==> src/rtl/mem_responder_pkg.sv <==
// ----------------------------------------------------------------------------
// mem_responder_pkg
//   Types shared between the 8008 memory responder, its bus interface and the
//   testbench: the core timing state encoding, the cycle type carried in
//   cpu_d[7:6] during T2, and the default memory address width.
// ----------------------------------------------------------------------------
package mem_responder_pkg;

    localparam int ADDR_W_DEFAULT = 14;

    // Core timing state as reported by the 8008 core model.
    typedef enum logic [2:0] {
        T1      = 3'd0,
        T1I     = 3'd1,
        T2      = 3'd2,
        WAIT    = 3'd3,
        T3      = 3'd4,
        T4      = 3'd5,
        T5      = 3'd6,
        STOPPED = 3'd7
    } state_t;

    // Cycle type sent by the core in the upper two bits of the T2 byte.
    typedef enum logic [1:0] {
        PCI = 2'b00,  // instruction fetch
        PCR = 2'b01,  // memory read
        PCC = 2'b10,  // I/O command
        PCW = 2'b11   // memory write
    } cyc_type_t;

    // T1 and T1I both carry the low address byte.
    function automatic logic is_addr_lo_state(state_t s);
        return (s == T1) || (s == T1I);
    endfunction

endpackage

==> src/rtl/mem_responder_if.sv <==
// ----------------------------------------------------------------------------
// mem_responder_if
//   Bundles the core-side and memory-side signals of the responder.
//   Modports:
//     slave  - the responder: consumes core state/data and memory replies,
//              drives read data, ready, memory request and I/O strobe.
//     master - the environment (core + memory + I/O): the mirror image.
//   Signals:
//     state, sync, cpu_d, int_instr   core -> responder
//     rsp_d, rsp_oe, ready            responder -> core
//     mem_req, mem_we, mem_addr,
//     mem_wdata                       responder -> memory
//     mem_rdata, mem_ack              memory -> responder
//     io_strobe, io_port, io_data     responder -> I/O
// ----------------------------------------------------------------------------
interface mem_responder_if
    import mem_responder_pkg::*;
#(
    parameter int ADDR_W = ADDR_W_DEFAULT
) ();

    state_t              state;
    logic                sync;
    logic [7:0]          cpu_d;
    logic [7:0]          int_instr;
    logic [7:0]          rsp_d;
    logic                rsp_oe;
    logic                ready;
    logic                mem_req;
    logic                mem_we;
    logic [ADDR_W-1:0]   mem_addr;
    logic [7:0]          mem_wdata;
    logic [7:0]          mem_rdata;
    logic                mem_ack;
    logic                io_strobe;
    logic [4:0]          io_port;
    logic [7:0]          io_data;

    modport slave (
        input  state, sync, cpu_d, int_instr, mem_rdata, mem_ack,
        output rsp_d, rsp_oe, ready, mem_req, mem_we, mem_addr, mem_wdata,
               io_strobe, io_port, io_data
    );

    modport master (
        output state, sync, cpu_d, int_instr, mem_rdata, mem_ack,
        input  rsp_d, rsp_oe, ready, mem_req, mem_we, mem_addr, mem_wdata,
               io_strobe, io_port, io_data
    );

endinterface

==> src/rtl/mem_responder_wr_buffer.sv <==
// ----------------------------------------------------------------------------
// wr_buffer
//   One-entry posted write buffer. A write is captured on load and presented
//   to memory (full=1) until the memory acknowledges it, which empties the
//   buffer.
//   Ports:
//     clk, rst             clock, synchronous active-high reset
//     load                 capture load_addr/load_data and mark full
//     load_addr, load_data write address and data to post
//     ack                  memory completion pulse for the posted write
//     full                 buffer holds a write awaiting completion
//     addr, data           contents of the buffer
// ----------------------------------------------------------------------------
module wr_buffer #(
    parameter int ADDR_W = 14
) (
    input  logic              clk,
    input  logic              rst,
    input  logic              load,
    input  logic [ADDR_W-1:0] load_addr,
    input  logic [7:0]        load_data,
    input  logic              ack,
    output logic              full,
    output logic [ADDR_W-1:0] addr,
    output logic [7:0]        data
);

    // NOTE: sequential state uses non-blocking assignments so every register
    // samples pre-edge values regardless of statement order.
    always_ff @(posedge clk) begin
        if (rst) begin
            full <= 1'b0;
            addr <= '0;
            data <= '0;
        end else if (load) begin
            full <= 1'b1;
            addr <= load_addr;
            data <= load_data;
        end else if (ack && full) begin
            full <= 1'b0;
        end
    end

endmodule

==> src/rtl/mem_responder.sv <==
// ----------------------------------------------------------------------------
// mem_responder
//   Memory/I/O responder for an 8008 core model. It collects the address
//   from the T1/T2 bytes, performs memory reads (stalling the core with
//   ready=0), posts memory writes into a one-entry buffer so the core runs
//   on, injects an instruction on interrupt-acknowledge fetches and issues
//   a one-clock I/O strobe for I/O cycles.
//   Ports:
//     clk  clock (all state changes on posedge)
//     rst  synchronous, active-high reset
//     bus  mem_responder_if.slave - core, memory and I/O signals
// ----------------------------------------------------------------------------
module mem_responder
    import mem_responder_pkg::*;
#(
    parameter int ADDR_W = ADDR_W_DEFAULT
) (
    input logic            clk,
    input logic            rst,
    mem_responder_if.slave bus
);

    typedef enum logic [1:0] {
        IDLE    = 2'd0,
        RD_WAIT = 2'd1,
        RD_HOLD = 2'd2,
        WR_ARM  = 2'd3
    } responder_state_t;

    // ------------------------------------------------------------------
    // Registers and their next values
    // ------------------------------------------------------------------
    responder_state_t rsp_state,   rsp_state_n;
    logic [7:0]       addr_lo,     addr_lo_n;
    logic [5:0]       addr_hi,     addr_hi_n;
    cyc_type_t        cyc,         cyc_n;
    logic             int_fetch,   int_fetch_n;
    logic [7:0]       rdbuf,       rdbuf_n;
    logic             ready_q,     ready_n;
    logic             rd_req,      rd_req_n;
    logic             pend,        pend_n;     // T2 seen while a write drains
    logic             io_strobe_q, io_strobe_n;
    logic [4:0]       io_port_q,   io_port_n;
    logic [7:0]       io_data_q,   io_data_n;

    // Cycle-start decision for the current edge
    logic             launch;
    cyc_type_t        launch_cyc;

    // Posted write buffer
    logic              wb_load;
    logic              wb_full;
    logic [ADDR_W-1:0] wb_addr;
    logic [7:0]        wb_data;

    logic [ADDR_W-1:0] cur_addr;
    logic              t1_edge, t2_edge, t3_edge;
    logic              drain_done, rd_done;

    assign cur_addr   = ADDR_W'({addr_hi, addr_lo});
    assign t1_edge    = bus.sync && is_addr_lo_state(bus.state);
    assign t2_edge    = bus.sync && (bus.state == T2);
    assign t3_edge    = bus.sync && (bus.state == T3);
    // Acks only count against the request actually outstanding; a stray ack
    // with nothing pending falls through both terms.
    assign drain_done = wb_full && bus.mem_ack;
    assign rd_done    = rd_req && !wb_full && bus.mem_ack;

    wr_buffer #(.ADDR_W(ADDR_W)) u_wr_buffer (
        .clk       (clk),
        .rst       (rst),
        .load      (wb_load),
        .load_addr (cur_addr),
        .load_data (bus.cpu_d),
        .ack       (bus.mem_ack),
        .full      (wb_full),
        .addr      (wb_addr),
        .data      (wb_data)
    );

    // ------------------------------------------------------------------
    // Next-state / next-output logic
    // ------------------------------------------------------------------
    always_comb begin
        // NOTE: every variable assigned here gets a default first, so no
        // path leaves one unassigned and no latch is inferred.
        rsp_state_n = rsp_state;
        addr_lo_n   = addr_lo;
        addr_hi_n   = addr_hi;
        cyc_n       = cyc;
        int_fetch_n = int_fetch;
        rdbuf_n     = rdbuf;
        ready_n     = ready_q;
        rd_req_n    = rd_req;
        pend_n      = pend;
        io_strobe_n = 1'b0;
        io_port_n   = io_port_q;
        io_data_n   = io_data_q;
        wb_load     = 1'b0;
        launch      = 1'b0;
        launch_cyc  = cyc;

        if (t1_edge) begin
            addr_lo_n   = bus.cpu_d;
            int_fetch_n = (bus.state == T1I);
        end

        if (t2_edge) begin
            addr_hi_n = bus.cpu_d[5:0];
            cyc_n     = cyc_type_t'(bus.cpu_d[7:6]);
            if (wb_full && !bus.mem_ack) begin
                // Stall the core; the cycle starts once the drain completes.
                pend_n  = 1'b1;
                ready_n = 1'b0;
            end else begin
                launch     = 1'b1;
                launch_cyc = cyc_type_t'(bus.cpu_d[7:6]);
            end
        end else if (drain_done && pend) begin
            pend_n = 1'b0;
            launch = 1'b1;
        end

        case (rsp_state)
            IDLE: begin
                if (t3_edge && cyc == PCC && !pend) begin
                    io_strobe_n = 1'b1;
                    io_port_n   = addr_lo[5:1];
                    io_data_n   = bus.cpu_d;
                end
            end
            RD_WAIT: begin
                if (rd_done) begin
                    rdbuf_n     = bus.mem_rdata;
                    rd_req_n    = 1'b0;
                    ready_n     = 1'b1;
                    rsp_state_n = RD_HOLD;
                end
            end
            RD_HOLD: begin
                if (t1_edge) begin
                    rsp_state_n = IDLE;
                end
            end
            WR_ARM: begin
                if (t3_edge) begin
                    wb_load     = 1'b1;
                    rsp_state_n = IDLE;
                end
            end
            default: rsp_state_n = IDLE;
        endcase

        if (launch) begin
            case (launch_cyc)
                PCI, PCR: begin
                    if (launch_cyc == PCI && int_fetch) begin
                        // Interrupt acknowledge: feed the injected opcode.
                        rdbuf_n     = bus.int_instr;
                        ready_n     = 1'b1;
                        rsp_state_n = RD_HOLD;
                    end else begin
                        rd_req_n    = 1'b1;
                        ready_n     = 1'b0;
                        rsp_state_n = RD_WAIT;
                    end
                end
                PCC: begin
                    ready_n     = 1'b1;
                    rsp_state_n = IDLE;
                end
                PCW: begin
                    ready_n     = 1'b1;
                    rsp_state_n = WR_ARM;
                end
                default: rsp_state_n = IDLE;
            endcase
        end
    end

    // ------------------------------------------------------------------
    // State register
    // ------------------------------------------------------------------
    always_ff @(posedge clk) begin
        if (rst) begin
            rsp_state   <= IDLE;
            addr_lo     <= '0;
            addr_hi     <= '0;
            cyc         <= PCI;
            int_fetch   <= 1'b0;
            rdbuf       <= '0;
            ready_q     <= 1'b1;
            rd_req      <= 1'b0;
            pend        <= 1'b0;
            io_strobe_q <= 1'b0;
            io_port_q   <= '0;
            io_data_q   <= '0;
        end else begin
            rsp_state   <= rsp_state_n;
            addr_lo     <= addr_lo_n;
            addr_hi     <= addr_hi_n;
            cyc         <= cyc_n;
            int_fetch   <= int_fetch_n;
            rdbuf       <= rdbuf_n;
            ready_q     <= ready_n;
            rd_req      <= rd_req_n;
            pend        <= pend_n;
            io_strobe_q <= io_strobe_n;
            io_port_q   <= io_port_n;
            io_data_q   <= io_data_n;
        end
    end

    // ------------------------------------------------------------------
    // Outputs
    // ------------------------------------------------------------------
    // The drain owns the memory port whenever the buffer is full; a read is
    // never issued while it is.
    assign bus.mem_req   = wb_full || rd_req;
    assign bus.mem_we    = wb_full;
    assign bus.mem_addr  = wb_full ? wb_addr : (rd_req ? cur_addr : '0);
    assign bus.mem_wdata = wb_full ? wb_data : '0;

    // Read data (or 00 for an I/O cycle) is driven only while the core is in T3.
    assign bus.rsp_oe = (bus.state == T3) &&
                        ((rsp_state == RD_HOLD) ||
                         (rsp_state == IDLE && cyc == PCC && !pend));
    assign bus.rsp_d  = (bus.rsp_oe && rsp_state == RD_HOLD) ? rdbuf : 8'h00;

    assign bus.ready     = ready_q;
    assign bus.io_strobe = io_strobe_q;
    assign bus.io_port   = io_port_q;
    assign bus.io_data   = io_data_q;

endmodule

==> src/flat_wrapper.sv <==
// flat-port wrapper written by rule: the top's interface ports become plain ports
module mem_responder_flat import mem_responder_pkg::*;
#(
    parameter int ADDR_W = ADDR_W_DEFAULT
)
  (clk, rst, bus_state, bus_sync, bus_cpu_d, bus_int_instr, bus_mem_rdata, bus_mem_ack, bus_rsp_d, bus_rsp_oe, bus_ready, bus_mem_req, bus_mem_we, bus_mem_addr, bus_mem_wdata, bus_io_strobe, bus_io_port, bus_io_data);
  mem_responder_if #(.ADDR_W(ADDR_W)) bus_i ();
  input logic clk;
  input logic rst;
  input wire logic [$bits(bus_i.state)-1:0] bus_state;
  input wire logic [$bits(bus_i.sync)-1:0] bus_sync;
  input wire logic [$bits(bus_i.cpu_d)-1:0] bus_cpu_d;
  input wire logic [$bits(bus_i.int_instr)-1:0] bus_int_instr;
  input wire logic [$bits(bus_i.mem_rdata)-1:0] bus_mem_rdata;
  input wire logic [$bits(bus_i.mem_ack)-1:0] bus_mem_ack;
  output wire logic [$bits(bus_i.rsp_d)-1:0] bus_rsp_d;
  output wire logic [$bits(bus_i.rsp_oe)-1:0] bus_rsp_oe;
  output wire logic [$bits(bus_i.ready)-1:0] bus_ready;
  output wire logic [$bits(bus_i.mem_req)-1:0] bus_mem_req;
  output wire logic [$bits(bus_i.mem_we)-1:0] bus_mem_we;
  output wire logic [$bits(bus_i.mem_addr)-1:0] bus_mem_addr;
  output wire logic [$bits(bus_i.mem_wdata)-1:0] bus_mem_wdata;
  output wire logic [$bits(bus_i.io_strobe)-1:0] bus_io_strobe;
  output wire logic [$bits(bus_i.io_port)-1:0] bus_io_port;
  output wire logic [$bits(bus_i.io_data)-1:0] bus_io_data;
  assign bus_i.state = bus_state;
  assign bus_i.sync = bus_sync;
  assign bus_i.cpu_d = bus_cpu_d;
  assign bus_i.int_instr = bus_int_instr;
  assign bus_i.mem_rdata = bus_mem_rdata;
  assign bus_i.mem_ack = bus_mem_ack;
  assign bus_rsp_d = bus_i.rsp_d;
  assign bus_rsp_oe = bus_i.rsp_oe;
  assign bus_ready = bus_i.ready;
  assign bus_mem_req = bus_i.mem_req;
  assign bus_mem_we = bus_i.mem_we;
  assign bus_mem_addr = bus_i.mem_addr;
  assign bus_mem_wdata = bus_i.mem_wdata;
  assign bus_io_strobe = bus_i.io_strobe;
  assign bus_io_port = bus_i.io_port;
  assign bus_io_data = bus_i.io_data;
  mem_responder #(.ADDR_W(ADDR_W)) u_core (.clk(clk), .rst(rst), .bus(bus_i));
endmodule
==> config.mk <==
export PLATFORM = sky130hd
export DESIGN_NAME = mem_responder_flat
export DESIGN_NICKNAME = d
export VERILOG_FILES = /design/src/rtl/mem_responder_pkg.sv /design/src/rtl/mem_responder_if.sv /design/src/rtl/mem_responder_wr_buffer.sv /design/src/rtl/mem_responder.sv /design/src/flat_wrapper.sv
export SDC_FILE = /design/constraint.sdc
export NUM_CORES = 1
export LEC_CHECK = 0
export BUFFER_PORTS_ARGS = -buffer_cell sky130_fd_sc_hd__clkbuf_2
export CAP_MARGIN = 40
export CORE_MARGIN = 4
export CORE_UTILIZATION = 50
export DETAILED_ROUTE_END_ITERATION = 8
export MAX_ROUTING_LAYER = met4
export PLACE_DENSITY = 0.85
export SYNTH_ARGS = -nofsm -noshare
export SYNTH_HDL_FRONTEND = slang
export SYNTH_SLANG_ARGS = --single-unit
==> constraint.sdc <==
create_clock -name clk -period 2.1 [get_ports clk]
set_clock_uncertainty 0.05 [all_clocks]
set_input_delay 0.42 -clock clk [delete_from_list [all_inputs] [get_ports clk]]
set_output_delay 0.42 -clock clk [all_outputs]
set_load 0.1 [all_outputs]
==> results.sh <==
export IMPL_place_hpwl_mm=5.95
export IMPL_async_flop_share_pct=0
export IMPL_netlist_top_cells_area="dfxtp_1 44%, nand2_1 11%, mux2i_1 10%"
export IMPL_switchingPower_w=0.000705
export IMPL_drive_gt1_share_pct=34.9
export IMPL_wl_per_cell_um=17.1
export IMPL_first_pass_iters=5
export IMPL_clkPwrFrac_pct=42.2
export IMPL_synth_distinct_cells=45
export IMPL_via_per_inst=5.82
export IMPL_cp_slowest_cell="dfxtp_2"
export IMPL_status="complete, no violations"
export IMPL_max_freq_ghz=0.486
export IMPL_yosysMostFrequentCell="nand2_1"
export IMPL_routed_wl_mm=9.00
export IMPL_hold_ws_ns=0.305
export IMPL_cts_tree="yes"
export IMPL_path_cells="inv_2 > ha_2 > nor4bb_4 > o21a_2 > buf_12"
export IMPL_hold_viol_final=0
export IMPL_crit_arrival_ns=1.59
export IMPL_postCtsHoldBufs=0
export IMPL_seqPwrFrac_pct=48.6
export IMPL_synth_top_area_share_pct=44.0
export IMPL_tns_ns=0
export IMPL_combPwrFrac_pct=9.1
export IMPL_gp_congestion=0.886
export IMPL_h_tree_depth=3
export IMPL_cp_required_ns=1.63
export IMPL_ys_flop_type="dfxtp_1"
export IMPL_num_io_pins=79
export IMPL_num_rows=28
export IMPL_ys_seq_area_share_pct=44.0
export IMPL_rsz0062_at_grt="false"
export IMPL_synth_seq_cells=67
export IMPL_drt_iter0_drc=353
export IMPL_syn_avg_cell_area_um2=8.32
export IMPL_grt_pass1_vias=2927
export IMPL_area_growth_pct=46.0
export IMPL_via_count=3058
export IMPL_drv_cap=0
export IMPL_slew_limit_headroom_pct=63.3
export IMPL_final_antenna_net_count=0
export IMPL_cp_end_kind="output port"
export IMPL_setup_viol=0
export IMPL_grt_overflow=0
export IMPL_internal_power_w=0.00198
export IMPL_yosysWarnings=0
export IMPL_clock_sinks=67
export IMPL_drv_slew=0
export IMPL_fillers=376
export IMPL_port_buffer_count=78
export IMPL_cts_setup_buffers=0
export IMPL_critical_path_buf_inv_count=2
export IMPL_antenna_found_initial=0
export IMPL_swShare_pct=26.3
export IMPL_fin_nets=480
export IMPL_initial_core_util_pct=51.5
export IMPL_total_leakage_power_nw=1.85
export IMPL_synth_fp_nets=402
export IMPL_clock_latency_ns=0.35
export IMPL_core_region_area_mm2=0.00592
export IMPL_worstSetupPathType="register to output port"
export IMPL_antennaDiodeCount=0
export IMPL_dieHeight_um=86.1
export IMPL_syn_inst=367
export IMPL_yosys_area_top_type="dfxtp_1"
export IMPL_track_usage_pct=25.1
export IMPL_fp_dieArea_mm2=0.00742
export IMPL_fin_crit_ns=2.06
export IMPL_drcViolationCount=0
export IMPL_hold_class="input pin to register"
export IMPL_total_power_w=0.00268
export IMPL_cts_buffers=9
export IMPL_cp_slowest_stage_delay_ns=0.34
export IMPL_synth_edf_count=0
export IMPL_crit_path_max_fanout=3
export IMPL_cpLargestDelayFamily="flip-flops"
export IMPL_p_per_area_mw_per_mm2=602
export IMPL_cts_path_max_buffers=2
export IMPL_syn_cell_area_mm2=0.00305
export IMPL_worst_slew_pin_transition_ns=0.553
export IMPL_finish_utilization_pct=75.3
export IMPL_grt_pass1_wl_mm=14.1
export IMPL_grt_max_degree=68
export IMPL_root_buffer="clkbuf_8"
export IMPL_startpoint_type="register"
export IMPL_period_share_pct=98.0
export IMPL_clk_pin_slew_worst_paths_ns=0.08
export IMPL_yosys_top_cells_count="93 x nand2_1, 67 x dfxtp_1, 34 x a21oi_1, 31 x mux2i_1, 25 x nor2_1"
export IMPL_ir_drop_mv=0.648
export IMPL_die_w_um=86.1
==> timing repair <==
action                                  4_1_cts  5_1_grt
pin swaps                                     1        1
gates resized for setup                       4        4
endpoints found under the setup margin        9        1
cloned                                        0        0
==> layer usage <==
metal  part of all wire (%)  GRT usage (%)  vias up
met5                      0              -        -
met4                    2.7           10.9        0
li1                       -              -     1426
met2                     49           40.6      144
met1                     40           29.7     1464
met3                    8.0           6.05       24
==> power groups by stage <==
stage / logic, W / registers [W] / clock network (W)
3_5_place_dp: 0.000230 / 0.00133 / 0
4_1_cts: 0.000238 / 0.00130 / 0.00113
3_3_place_gp: 0.000223 / 0.00133 / 0
6_report: 0.000245 / 0.00130 / 0.00113
2_1_floorplan: 0.000130 / 0.00133 / 0
5_1_grt: 0.000262 / 0.00131 / 0.00120
==> worst paths after layout <==
kind | end | slack, ns | start | cells past startpoint
hold / removal | u_core.u_wr_buffer.data[0]$_SDFFE_PP0P_ | 0.30 | bus_cpu_d[0] | 3
hold reg to reg | u_core.u_wr_buffer.data[7]$_SDFFE_PP0P_ | 0.40 | u_core.u_wr_buffer.data[7]$_SDFFE_PP0P_ | 2
setup / recovery | bus_rsp_oe | 0.04 | u_core.rsp_state[1]$_SDFFE_PP0P_ | 5
setup reg to reg | u_core.rdbuf[1]$_SDFF_PP0_ | 0.21 | u_core.pend$_SDFFE_PP0P_ | 5
==> state kept, by name (all words and copies together), names as in the netlist <==
signal and flops:
u_core.bus.io_data 8, u_core.addr_lo 8, u_core.u_wr_buffer.addr 14, u_core.int_fetch 1, u_core.u_wr_buffer.full 1, u_core.bus.io_port 5
u_core.bus.ready 1, u_core.rd_req 1, u_core.bus.io_strobe 1, u_core.pend 1, u_core.rdbuf 8, u_core.u_wr_buffer.data 8
u_core.addr_hi 6, u_core.cyc 2, u_core.rsp_state 2
==> cells in the final DEF (no fill, tap or decap), types with 2 or more instances in the layout <==
cell type and count:
a211oi_1 8, clkbuf_2 45, buf_12 34, ha_1 2, ha_2 2, a31oi_1 2, dfxtp_2 2, inv_2 2
clkbuf_8 10, mux2i_1 31, and3_2 8, a21oi_1 34, nor2_1 25, a2111oi_0 8, clkinv_4 4, nand3b_1 2
and2_2 7, buf_4 16, dfxtp_1 64, o21ai_4 11, nand2_1 93, a21o_1 2, o21ai_2 3, and4bb_2 2
==> cells by family after synthesis <==
kind of cell	Yosys count	synth area share [%]
adder cells (fa/ha/maj)	4	1.64
buffers and inverters	31	3.98
AND/OR/NAND/NOR	152	23.2
multiplexers	31	10.2
flip-flops	67	44.0
AO/OA/AOI/OAI	82	17.1
==> metrics by stage <==
step | instance area (um^2) | setup WS, ns | cells
4_1_cts | 4450 | 0.0250 | 525
6_report | 4460 | 0.0422 | 525
3_3_place_gp | 4220 | 0.181 | 509
3_5_place_dp | 4220 | -0.0266 | 509
5_1_grt | 4460 | 0.00365 | 525
2_1_floorplan | 3220 | -0.0561 | 367
==> tightest hold or removal path: cells and delay by family <==
family                 cells  cell delay [ns]
buffers and inverters      1             0.12
AND/OR/NAND/NOR            1             0.06
AO/OA/AOI/OAI              1             0.05
==> final cells by class <==
class	instances	area, um^2	share of cell area [%]
inverters	3	11.3	0.253
flip-flops and latches	67	1350	30.2
multi-input cells	269	1770	39.6
clock buffers	10	138	3.09
clock inverters	6	73.8	1.66
well taps	75	93.8	2.11
repair buffers	95	1030	23.0
Power figures use the tool's default switching activity.
